File: src/rtl/mem_port_arbiter_pkg.sv
// loopyV_data_types: arbiter state, owner and captured-request types for mem_port_arbiter.
package loopyV_data_types;

    typedef enum logic [1:0] {IDLE, ISSUE, WAIT_RESP} arbStateType;
    typedef enum logic [1:0] {NONE, IF, DATA} arbOwnerType;

    typedef struct packed {
        logic        we;
        logic [31:0] addr;
        logic [31:0] wdata;
        logic [3:0]  mask;
    } arbReqType;

    localparam logic [3:0] FULL_MASK = 4'hF;

    function automatic arbReqType readReq(input logic [31:0] addr);
        return '{we: 1'b0, addr: addr, wdata: 32'h0, mask: FULL_MASK};
    endfunction

endpackage

File: src/rtl/mem_port_arbiter_starve_guard.sv
// mem_arb_starve_guard: counts consecutive data wins while fetch waits; forces fetch at the limit.
module mem_arb_starve_guard #(
    parameter int unsigned STARVE_LIMIT = 4
) (
    input  logic clk,
    input  logic arstn,
    input  logic arbitrate,
    input  logic ifReq,
    input  logic fetchWin,
    output logic forceFetch
);
    localparam int CW = $clog2(STARVE_LIMIT + 1);

    logic [CW-1:0] count;

    assign forceFetch = count == CW'(STARVE_LIMIT);

    always_ff @(posedge clk or negedge arstn) begin
        if (!arstn) count <= '0;
        else if (arbitrate) count <= (fetchWin || !ifReq) ? '0 : count + 1'b1;
    end

endmodule

File: src/rtl/mem_port_arbiter.sv
// mem_port_arbiter: shares one memory port between fetch and data requesters, data first.
// Define ARB_STARVE_GUARD_EN to force a fetch grant after STARVE_LIMIT consecutive data wins.
module mem_port_arbiter
    import loopyV_data_types::*;
#(
    parameter int unsigned STARVE_LIMIT = 4
) (
    input  logic        clk,
    input  logic        arstn,
    input  logic        ifReq,
    input  logic [31:0] ifAddr,
    output logic        ifGnt,
    output logic        ifRValid,
    output logic [31:0] ifRData,
    input  logic        dReq,
    input  logic        dWe,
    input  logic [31:0] dAddr,
    input  logic [31:0] dWData,
    input  logic [3:0]  dMask,
    output logic        dGnt,
    output logic        dRValid,
    output logic [31:0] dRData,
    output logic        memReq,
    output logic        memWe,
    output logic [31:0] memAddr,
    output logic [31:0] memWData,
    output logic [3:0]  memMask,
    input  logic        memGnt,
    input  logic        memRValid,
    input  logic [31:0] memRData,
    output logic        busy
);
    arbStateType state;
    arbOwnerType owner;
    arbReqType   req;
    arbReqType   nextReq;
    logic [31:0] ifRDataQ;
    logic [31:0] dRDataQ;
    logic        forceFetch;
    logic        takeData;
    logic        takeIf;

`ifdef ARB_STARVE_GUARD_EN
    mem_arb_starve_guard #(.STARVE_LIMIT(STARVE_LIMIT)) uGuard (
        .clk        (clk),
        .arstn      (arstn),
        .arbitrate  (state == IDLE && (dReq || ifReq)),
        .ifReq      (ifReq),
        .fetchWin   (takeIf),
        .forceFetch (forceFetch)
    );
`else
    logic unusedLimit;
    assign unusedLimit = ^STARVE_LIMIT;
    assign forceFetch  = 1'b0;
`endif

    assign takeData = dReq && !(forceFetch && ifReq);
    assign takeIf   = ifReq && !takeData;

    always_comb begin
        nextReq = readReq(takeData ? dAddr : ifAddr);
        if (takeData && dWe) nextReq = '{we: 1'b1, addr: dAddr, wdata: dWData, mask: dMask};
    end

    // Memory-side outputs come straight from the captured request register.
    assign memWe    = req.we;
    assign memAddr  = req.addr;
    assign memWData = req.wdata;
    assign memMask  = req.mask;
    assign busy     = state != IDLE;

    assign ifGnt    = state == ISSUE && owner == IF && memGnt;
    assign dGnt     = state == ISSUE && owner == DATA && memGnt;
    assign ifRValid = state == WAIT_RESP && owner == IF && memRValid;
    assign dRValid  = state == WAIT_RESP && owner == DATA && memRValid;
    assign ifRData  = ifRValid ? memRData : ifRDataQ;
    assign dRData   = dRValid ? memRData : dRDataQ;

    always_ff @(posedge clk or negedge arstn) begin
        if (!arstn) begin
            state    <= IDLE;
            owner    <= NONE;
            req      <= '0;
            memReq   <= 1'b0;
            ifRDataQ <= '0;
            dRDataQ  <= '0;
        end else begin
            ifRDataQ <= ifRData;
            dRDataQ  <= dRData;
            case (state)
                IDLE: begin
                    if (takeData || takeIf) begin
                        state  <= ISSUE;
                        owner  <= takeData ? DATA : IF;
                        req    <= nextReq;
                        memReq <= 1'b1;
                    end
                end
                ISSUE: begin
                    if (memGnt) begin
                        memReq <= 1'b0;
                        state  <= req.we ? IDLE : WAIT_RESP;
                        if (req.we) owner <= NONE;
                    end
                end
                WAIT_RESP: begin
                    if (memRValid) begin
                        state <= IDLE;
                        owner <= NONE;
                    end
                end
                default: begin
                    state <= IDLE;
                    owner <= NONE;
                end
            endcase
        end
    end

endmodule
File: config.mk
export PLATFORM = sky130hd
export DESIGN_NAME = mem_port_arbiter
export DESIGN_NICKNAME = d
export VERILOG_FILES = /design/src/rtl/mem_port_arbiter_pkg.sv /design/src/rtl/mem_port_arbiter_starve_guard.sv /design/src/rtl/mem_port_arbiter.sv
export SDC_FILE = /design/constraint.sdc
export NUM_CORES = 1
export LEC_CHECK = 0
export BUFFER_PORTS_ARGS = -buffer_cell sky130_fd_sc_hd__buf_2
export CELL_PAD_IN_SITES_DETAIL_PLACEMENT = 1
export CELL_PAD_IN_SITES_GLOBAL_PLACEMENT = 2
export CORE_ASPECT_RATIO = 1.25
export CORE_MARGIN = 2
export CORE_UTILIZATION = 32
export DETAILED_ROUTE_END_ITERATION = 10
export PLACE_DENSITY_LB_ADDON = 0.1
export RECOVER_POWER = 100
export SLEW_MARGIN = 15
export SYNTH_ARGS = -nofsm -noshare
export SYNTH_HDL_FRONTEND = slang
export SYNTH_SLANG_ARGS = --single-unit
File: constraint.sdc
create_clock -name clk -period 4.4 [get_ports clk]
set_input_delay 0.88 -clock clk [delete_from_list [all_inputs] [get_ports clk]]
set_output_delay 0.88 -clock clk [all_outputs]
set_load 0.03 [all_outputs]
Word-level counts from Yosys, hierarchy flattened
Cells that the tools add are included.
- flip-flop bits (word level): 138
- input port bits: 139
- word-level logic and storage cells: 53
- eq/ne operators: 8
- multiplexer cells: 17
- reductions and logical operators: 19
- operator list (cell ; number):
    $mux 32 ; 3
    $mux 69 ; 1
    $mux 2 ; 8
    $pmux 2 s3 ; 2
    $logic_and 1x1->1 ; 10
    $ne 2x2->1 const B ; 4
    $reduce_and 3->1 ; 2
    $eq 2x1->1 const B ; 2
    $eq 2x2->1 const B ; 2
    $reduce_and 4->1 ; 1
    $reduce_bool 2->1 ; 2
    $logic_not 2->1 ; 1
    $mux 1 ; 2
    $pmux 1 s2 ; 1
    $reduce_and 2->1 ; 1
    $logic_not 1->1 ; 1
    $logic_or 1x1->1 ; 1

Logic depth before layout (Yosys ltp)
Gate-level depths: netlist of the first run.
- depth after elaboration: 5
- depth in mapped cells: 5
- gate-level depth less buffers: 3

Least setup slack after synthesis of the first run
No wires, ideal clock.
- path type: input to output
- start point: input memRValid
- end point: output ifRData[22]
- data arrival time: 1.840 ns
- slack: 1.680 ns
- cell stages on the path: 4
- path buffers: 1
- cells stage by stage: nand3b_4 -> nor2_4 -> buf_6 -> mux2_1
- word-level cells in the longest chain between the ends: 2
- RTL lines (item ; RTL line ; RTL):
    from (decl) ; mem_port_arbiter.sv:29 ; input logic memRValid,
    $logic_and 1x1->1 ; mem_port_arbiter.sv:75 ; assign ifRValid = state == WAIT_RESP && owner == IF && memRValid;
    via ifRValid ; mem_port_arbiter.sv:13 ; output logic ifRValid,
    $mux 32 ; mem_port_arbiter.sv:77 ; assign ifRData = ifRValid ? memRData : ifRDataQ;
    to (decl) ; mem_port_arbiter.sv:14 ; output logic [31:0] ifRData,
The timed path passes the listed nets, and every way through them passes these cells.

Final worst setup path of the first run
- start point: input dReq
- end point: register req, in the netlist memWData[9]
- word-level cells in the longest chain between the ends: 4
- RTL lines (item ; RTL line ; RTL):
    from (decl) ; mem_port_arbiter.sv:15 ; input logic dReq,
    $logic_not 1->1 ; mem_port_arbiter.sv:59 ; assign takeIf = ifReq && !takeData;
    $logic_and 1x1->1 ; mem_port_arbiter.sv:59 ;
    $logic_or 1x1->1 ; mem_port_arbiter.sv:93 ; if (takeData || takeIf) begin
    $reduce_and 2->1 (no line) ; -- ;
    to (signal assigned) ; mem_port_arbiter.sv:96 ; req <= nextReq;
    to (decl) ; mem_port_arbiter.sv:35 ; arbReqType req;
Parallel ways exist; a longest one is shown, timed or not.
A chain may end at the register's enable or synchronous reset.

==> results of run 1 <==
-- power groups by stage --
stage | Combinational [W] | Sequential (W) | Clock, W
3_3_place_gp | 0.00284 | 0.00203 | 0
2_1_floorplan | 0.00147 | 0.00262 | 0
3_5_place_dp | 0.00289 | 0.00204 | 0
5_1_grt | 0.00270 | 0.00210 | 0.00143
4_1_cts | 0.00289 | 0.00203 | 0.00137
6_report | 0.00254 | 0.00202 | 0.00132
-- registers in the layout, indices dropped and copies added (netlist names) --
signal    flops
memReq        1
memWData     32
memMask       4
state         2
ifRDataQ     32
memAddr      32
memWe         1
owner         2
dRDataQ      32
-- worst paths after layout --
check                            start           to  slack, ns  depth (start not counted)
min reg2reg                memAddr[11]  memAddr[11]       0.48                          1
min                        memAddr[11]  memAddr[11]       0.48                          1
max                               dReq  memWData[9]       1.01                          5
min in group asynchronous        arstn  ifRDataQ[3]       1.02                          1
max reg2reg                   state[0]     state[0]       2.06                          4
max in group asynchronous        arstn  memAddr[25]       1.26                          2
-- through the flow --
| stage | utilization | total power [W] | hold WS, ns | instance area, um^2 | worst slack, ns |
|---|---|---|---|---|---|
| finish | 0.430 | 0.00588 | 0.480 | 7500 | 1.01 |
| global route | 0.430 | 0.00623 | 0.500 | 7500 | 0.606 |
| detailed placement | 0.416 | 0.00493 | 0.466 | 7250 | 1.26 |
| floorplan | - | 0.00408 | 0.475 | 5670 | 1.68 |
| global placement | 0.416 | 0.00487 | 0.458 | 7250 | 1.30 |
| CTS | 0.447 | 0.00629 | 0.480 | 7790 | 1.24 |
-- cell families (layout without fill, tap and decap cells) --
logic type,count (synthesis),in the layout,share of synthesized area
buffers and inverters,23,317,0.0302
muxes,128,128,0.271
AOI/OAI and AO/OA,46,46,0.0686
other,0,2,0
and+or+nand+nor,17,17,0.0218
DFF,138,138,0.609
-- area by class of cell --
class                           count  area, um^2
Sequential cell                   138        3450
Clock inverter                      7        68.8
Fill cell                        1975        9930
Timing Repair Buffer              285        1260
Clock buffer                       23         478
Inverter                            2        7.51
Multi-Input combinational cell    191        1950
Tap cell                          224         280
Antenna cell                        2        5.00
-- Yosys cell counts (2+ instances only) --
master	count
buf_2	10
inv_1	2
nand2b_1	3
nor2_4	3
dfrtp_1	138
buf_4	3
mux2_2	91
mux2_4	25
buf_8	2
mux2_1	12
a22o_1	32
nor2_1	2
a21o_1	3
nand2_1	2
o22a_1	5
buf_6	5
and3_1	2
-- metal layers --
metal  global-route usage  vias up  part of all wire
met5                    0        -                 0
li1                     -     1849                 -
met4               0.0763        0             0.027
met2                0.282      173              0.50
met1                0.195     2018              0.39
met3               0.0590       26             0.081
==> flow_metrics.env, run 1 <==
export IMPL_p_leak_nw=3.54
export IMPL_antenna_left=0
export IMPL_placedCellCount=840
export IMPL_path_max_fanout=36
export IMPL_combPwrFrac=0.431
export IMPL_path_cells="clkbuf_1 -> clkbuf_1 -> o21ai_2 -> clkbuf_1 -> a22o_1"
export IMPL_synth_cell_type_count=29
export IMPL_intPower_w=0.00333
export IMPL_drv_slew=151
export IMPL_pwr_share_seq=0.343
export IMPL_cts_resized=0
export IMPL_synth_top_area_frac=0.609
export IMPL_cts_buffer_depth=2
export IMPL_fin_crit_ns=3.39
export IMPL_post_cts_setup_buffers=0
export IMPL_grt_antenna_before_repair=3
export IMPL_syn_num_nets=491
export IMPL_critPathTopFamily="buffers and inverters"
export IMPL_cts_root_buf="clkbuf_16"
export IMPL_ctsHtreeMaxLevel=4
export IMPL_drc=0
export IMPL_first_pass_iters=4
export IMPL_synthesis_area_um2=5670
export IMPL_power_density_nw_per_um2=784
export IMPL_relSlewSlack=-0.329
export IMPL_grtUsageTotal=0.170
export IMPL_final_common_cell="clkbuf_1"
export IMPL_grt_pass1_vias=4427
export IMPL_vias=4066
export IMPL_fin_tns_setup_ns=0
export IMPL_rsz0062_at_grt="false"
export IMPL_synth_seq_area_share=0.609
export IMPL_drt_initial_drc_count=124
export IMPL_slowest_delay_ns=1.44
export IMPL_tightest_slew_ns=1.99
export IMPL_rows=54
export IMPL_hpwl_mm=11.7
export IMPL_swShare=0.433
export IMPL_switchingPower_w=0.00254
export IMPL_portBuffers=277
export IMPL_critPathMostFrequentCell="clkbuf_1"
export IMPL_yosys_top_cells_area="dfrtp_1, mux2_2, mux2_4, a22o_1, mux2_1"
export IMPL_synth_top_area_cell="dfrtp_1"
export IMPL_hold_violations=0
export IMPL_grt_first_pass_wirelength_mm=24.2
export IMPL_grt_max_degree=79
export IMPL_wl_per_cell_um=18.0
export IMPL_die_h_um=153
export IMPL_synth_edff_count=0
export IMPL_drv_cap=3
export IMPL_mostFrequentLayoutCells="clkbuf_1, dfrtp_1, buf_2, mux2_2, mux2_1"
export IMPL_required_ns=4.69
export IMPL_initial_core_util=0.325
export IMPL_synthCells=352
export IMPL_cts_tree="yes"
export IMPL_area_growth_syn_to_layout_pct=32.2
export IMPL_overflow=0
export IMPL_worst_path_buf_inv=3
export IMPL_die_width_um=123
export IMPL_violations="max-capacitance violations, max-slew violations"
export IMPL_hold_buffers=0
export IMPL_via_per_inst=4.66
export IMPL_fin_nets=774
export IMPL_clock_sinks=138
export IMPL_ir_worst_vdd_mv=0.318
export IMPL_syn_avg_cell_area_um2=16.1
export IMPL_max_freq_ghz=0.295
export IMPL_crit_slowest_cell="clkbuf_1"
export IMPL_arrival_ns=3.68
export IMPL_gp_congestion=0.765
export IMPL_die_area_um2=18800
export IMPL_crit_type="in2reg"
export IMPL_async_reset_ff_frac=1.00
export IMPL_start_kind="input pin"
export IMPL_coreArea_um2=17400
export IMPL_hold_path_class="reg2reg"
export IMPL_drive_gt1_frac=0.376
export IMPL_skew_ns=0.00680
export IMPL_routed_wl_mm=15.7
export IMPL_io_pins=278
export IMPL_cts_buffers=17
export IMPL_layoutNonFillerInstCount=872
export IMPL_ys_seq_elements=138
export IMPL_clkTransAtPathRegs_ns=0.05
export IMPL_ys_warn_count=0
export IMPL_setup_viol=0
export IMPL_synth_flop_cell="dfrtp_1"
export IMPL_clockPowerShare=0.225
export IMPL_period_share=0.770
export IMPL_clk_latency_ns=0.41
export IMPL_status="finished with violations"
export IMPL_cp_end_kind="register"
No activity file was read; power rests on OpenSTA's default activity.
==> run 2, diff against run 1 <==
Settings changed: CORE_UTILIZATION 32 to 29.
Clock period 4.4 ns to 3.5 ns, I/O delays scaled along.
==> flow_metrics.env, run 2 (synthesis results as in run 1) <==
export IMPL_status="finished with violations"
export IMPL_violations="max-capacitance violations, max-slew violations"
export IMPL_hold_violations=0
export IMPL_arrival_ns=2.34
export IMPL_path_cells="nand3b_1 -> nor2_4 -> buf_4 -> mux2_1 -> clkbuf_1"
export IMPL_placedCellCount=881
export IMPL_switchingPower_w=0.00322
export IMPL_skew_ns=0.00606
export IMPL_max_freq_ghz=0.329
export IMPL_clk_latency_ns=0.41
export IMPL_die_width_um=129
export IMPL_intPower_w=0.00437
export IMPL_fin_tns_setup_ns=0
export IMPL_grtUsageTotal=0.156
export IMPL_required_ns=2.80
export IMPL_setup_viol=0
export IMPL_rows=57
export IMPL_start_kind="register"
export IMPL_io_pins=278
export IMPL_worst_path_buf_inv=2
export IMPL_coreArea_um2=19300
export IMPL_final_common_cell="clkbuf_1"
export IMPL_power_density_nw_per_um2=996
export IMPL_portBuffers=277
export IMPL_path_max_fanout=33
export IMPL_p_leak_nw=3.57
export IMPL_pwr_share_seq=0.335
export IMPL_drive_gt1_frac=0.381
export IMPL_grt_max_degree=111
export IMPL_crit_slowest_cell="dfrtp_1"
export IMPL_fin_crit_ns=3.04
export IMPL_relSlewSlack=-0.0310
export IMPL_crit_type="reg2out"
export IMPL_cts_root_buf="clkbuf_16"
export IMPL_hold_path_class="in2async"
export IMPL_slowest_delay_ns=0.44
export IMPL_rsz0062_at_grt="false"
export IMPL_cts_tree="yes"
export IMPL_stdcell_area_um2=7610
export IMPL_vias=4034
export IMPL_antennaDiodeCount=0
export IMPL_hold_buffers=0
export IMPL_drv_slew=35
export IMPL_critPathTopFamily="buffers and inverters"
export IMPL_wl_per_cell_um=17.0
export IMPL_clock_sinks=138
export IMPL_dpl_instance_area_um2=7300
export IMPL_via_per_inst=4.43
export IMPL_swShare=0.424
export IMPL_ir_worst_vdd_mv=0.381
export IMPL_grt_pass1_vias=4539
export IMPL_post_cts_setup_buffers=0
export IMPL_combPwrFrac=0.415
export IMPL_gp_congestion=0.722
export IMPL_routed_wl_mm=15.5
export IMPL_cp_end_kind="output port"
export IMPL_drc=0
export IMPL_fillers=2161
export IMPL_drv_cap=1
export IMPL_die_area_um2=20700
export IMPL_tightest_slew_ns=1.55
export IMPL_multiInputGateArea_um2=1940
export IMPL_overflow=0
export IMPL_mostFrequentLayoutCells="clkbuf_1, dfrtp_1, buf_2, mux2_2, mux2_1"
export IMPL_ctsHtreeMaxLevel=4
export IMPL_layoutNonFillerInstCount=911
export IMPL_fin_nets=774
export IMPL_cts_buffer_depth=2
export IMPL_initial_core_util=0.294
export IMPL_grt_first_pass_wirelength_mm=24.7
export IMPL_area_growth_syn_to_layout_pct=34.2
export IMPL_antenna_left=0
export IMPL_grt_antenna_before_repair=2
export IMPL_period_share=0.869
export IMPL_drt_initial_drc_count=124
export IMPL_cts_resized=0
export IMPL_die_h_um=160
export IMPL_hpwl_mm=11.4
export IMPL_seqCellArea_um2=3450
export IMPL_cts_buffers=17
export IMPL_first_pass_iters=4
export IMPL_clockPowerShare=0.250
export IMPL_clkTransAtPathRegs_ns=0.06
run 2: cell count changes in the layout (fill, tap and decap cells not counted), sizes merged:
cell | before | now
bufinv | 1 | 4
inv | 2 | 3
buf | 140 | 141
diode | 2 | 0
clkinv | 4 | 3
clkinvlp | 2 | 3
clkbuf | 168 | 163
run 2: final cells by class:
| type | count | area share |
|---|---|---|
| multi-input cells | 191 | 0.254 |
| flip-flops and latches | 138 | 0.454 |
| repair buffers | 285 | 0.166 |
| inverters | 2 | 0.000986 |
| well taps | 265 | 0.0435 |
| clock buffers | 19 | 0.0595 |
| clock inverters | 11 | 0.0224 |
run 2: worst register-to-register path: stages (launching register included):
cell and delay [ns]:
dfrtp_1 0.44, nor2_1 0.35, o21a_2 0.20, clkbuf_2 0.74, mux2_2 0.44
run 2: final timing paths:
| kind | end | cells after the start | slack (ns) | from |
|---|---|---|---|---|
| max | ifRData[25] | 5 | 0.46 | state[0] |
| min | dRDataQ[3] | 1 | 0.45 | arstn |
| max reg2reg | memAddr[1] | 4 | 1.21 | state[1] |
| min reg2reg | ifRDataQ[29] | 1 | 0.48 | ifRDataQ[29] |
| max in group asynchronous | memWData[29] | 2 | 1.29 | arstn |
| min in group clk | ifRDataQ[29] | 1 | 0.48 | ifRDataQ[29] |
run 2: stage by stage:
step / utilization / hold WS (ns) / setup WS (ns) / power, W
finish: 0.394 / 0.447 / 0.457 / 0.00759
global route: 0.394 / 0.481 / 0.305 / 0.00803
CTS: 0.410 / 0.473 / 0.536 / 0.00814
detailed placement: 0.378 / 0.469 / 0.729 / 0.00619
global placement: 0.378 / 0.462 / 0.765 / 0.00612
floorplan: - / 0.404 / 1.14 / 0.00513
run 2: layer usage:
layer / routed length (um) / GRT usage
met1: 6050 / 0.178
met2: 7570 / 0.256
met3: 1470 / 0.0680
met4: 355 / 0.0588
met5: 24 / 0
run 2: power by group through the flow:
| stage | sequential, W | clock (W) | combinational, W |
|---|---|---|---|
| global route | 0.00263 | 0.00203 | 0.00337 |
| detailed placement | 0.00257 | 0 | 0.00361 |
| CTS | 0.00256 | 0.00196 | 0.00361 |
| floorplan | 0.00329 | 0 | 0.00184 |
| global placement | 0.00255 | 0 | 0.00357 |
| finish | 0.00254 | 0.00190 | 0.00315 |
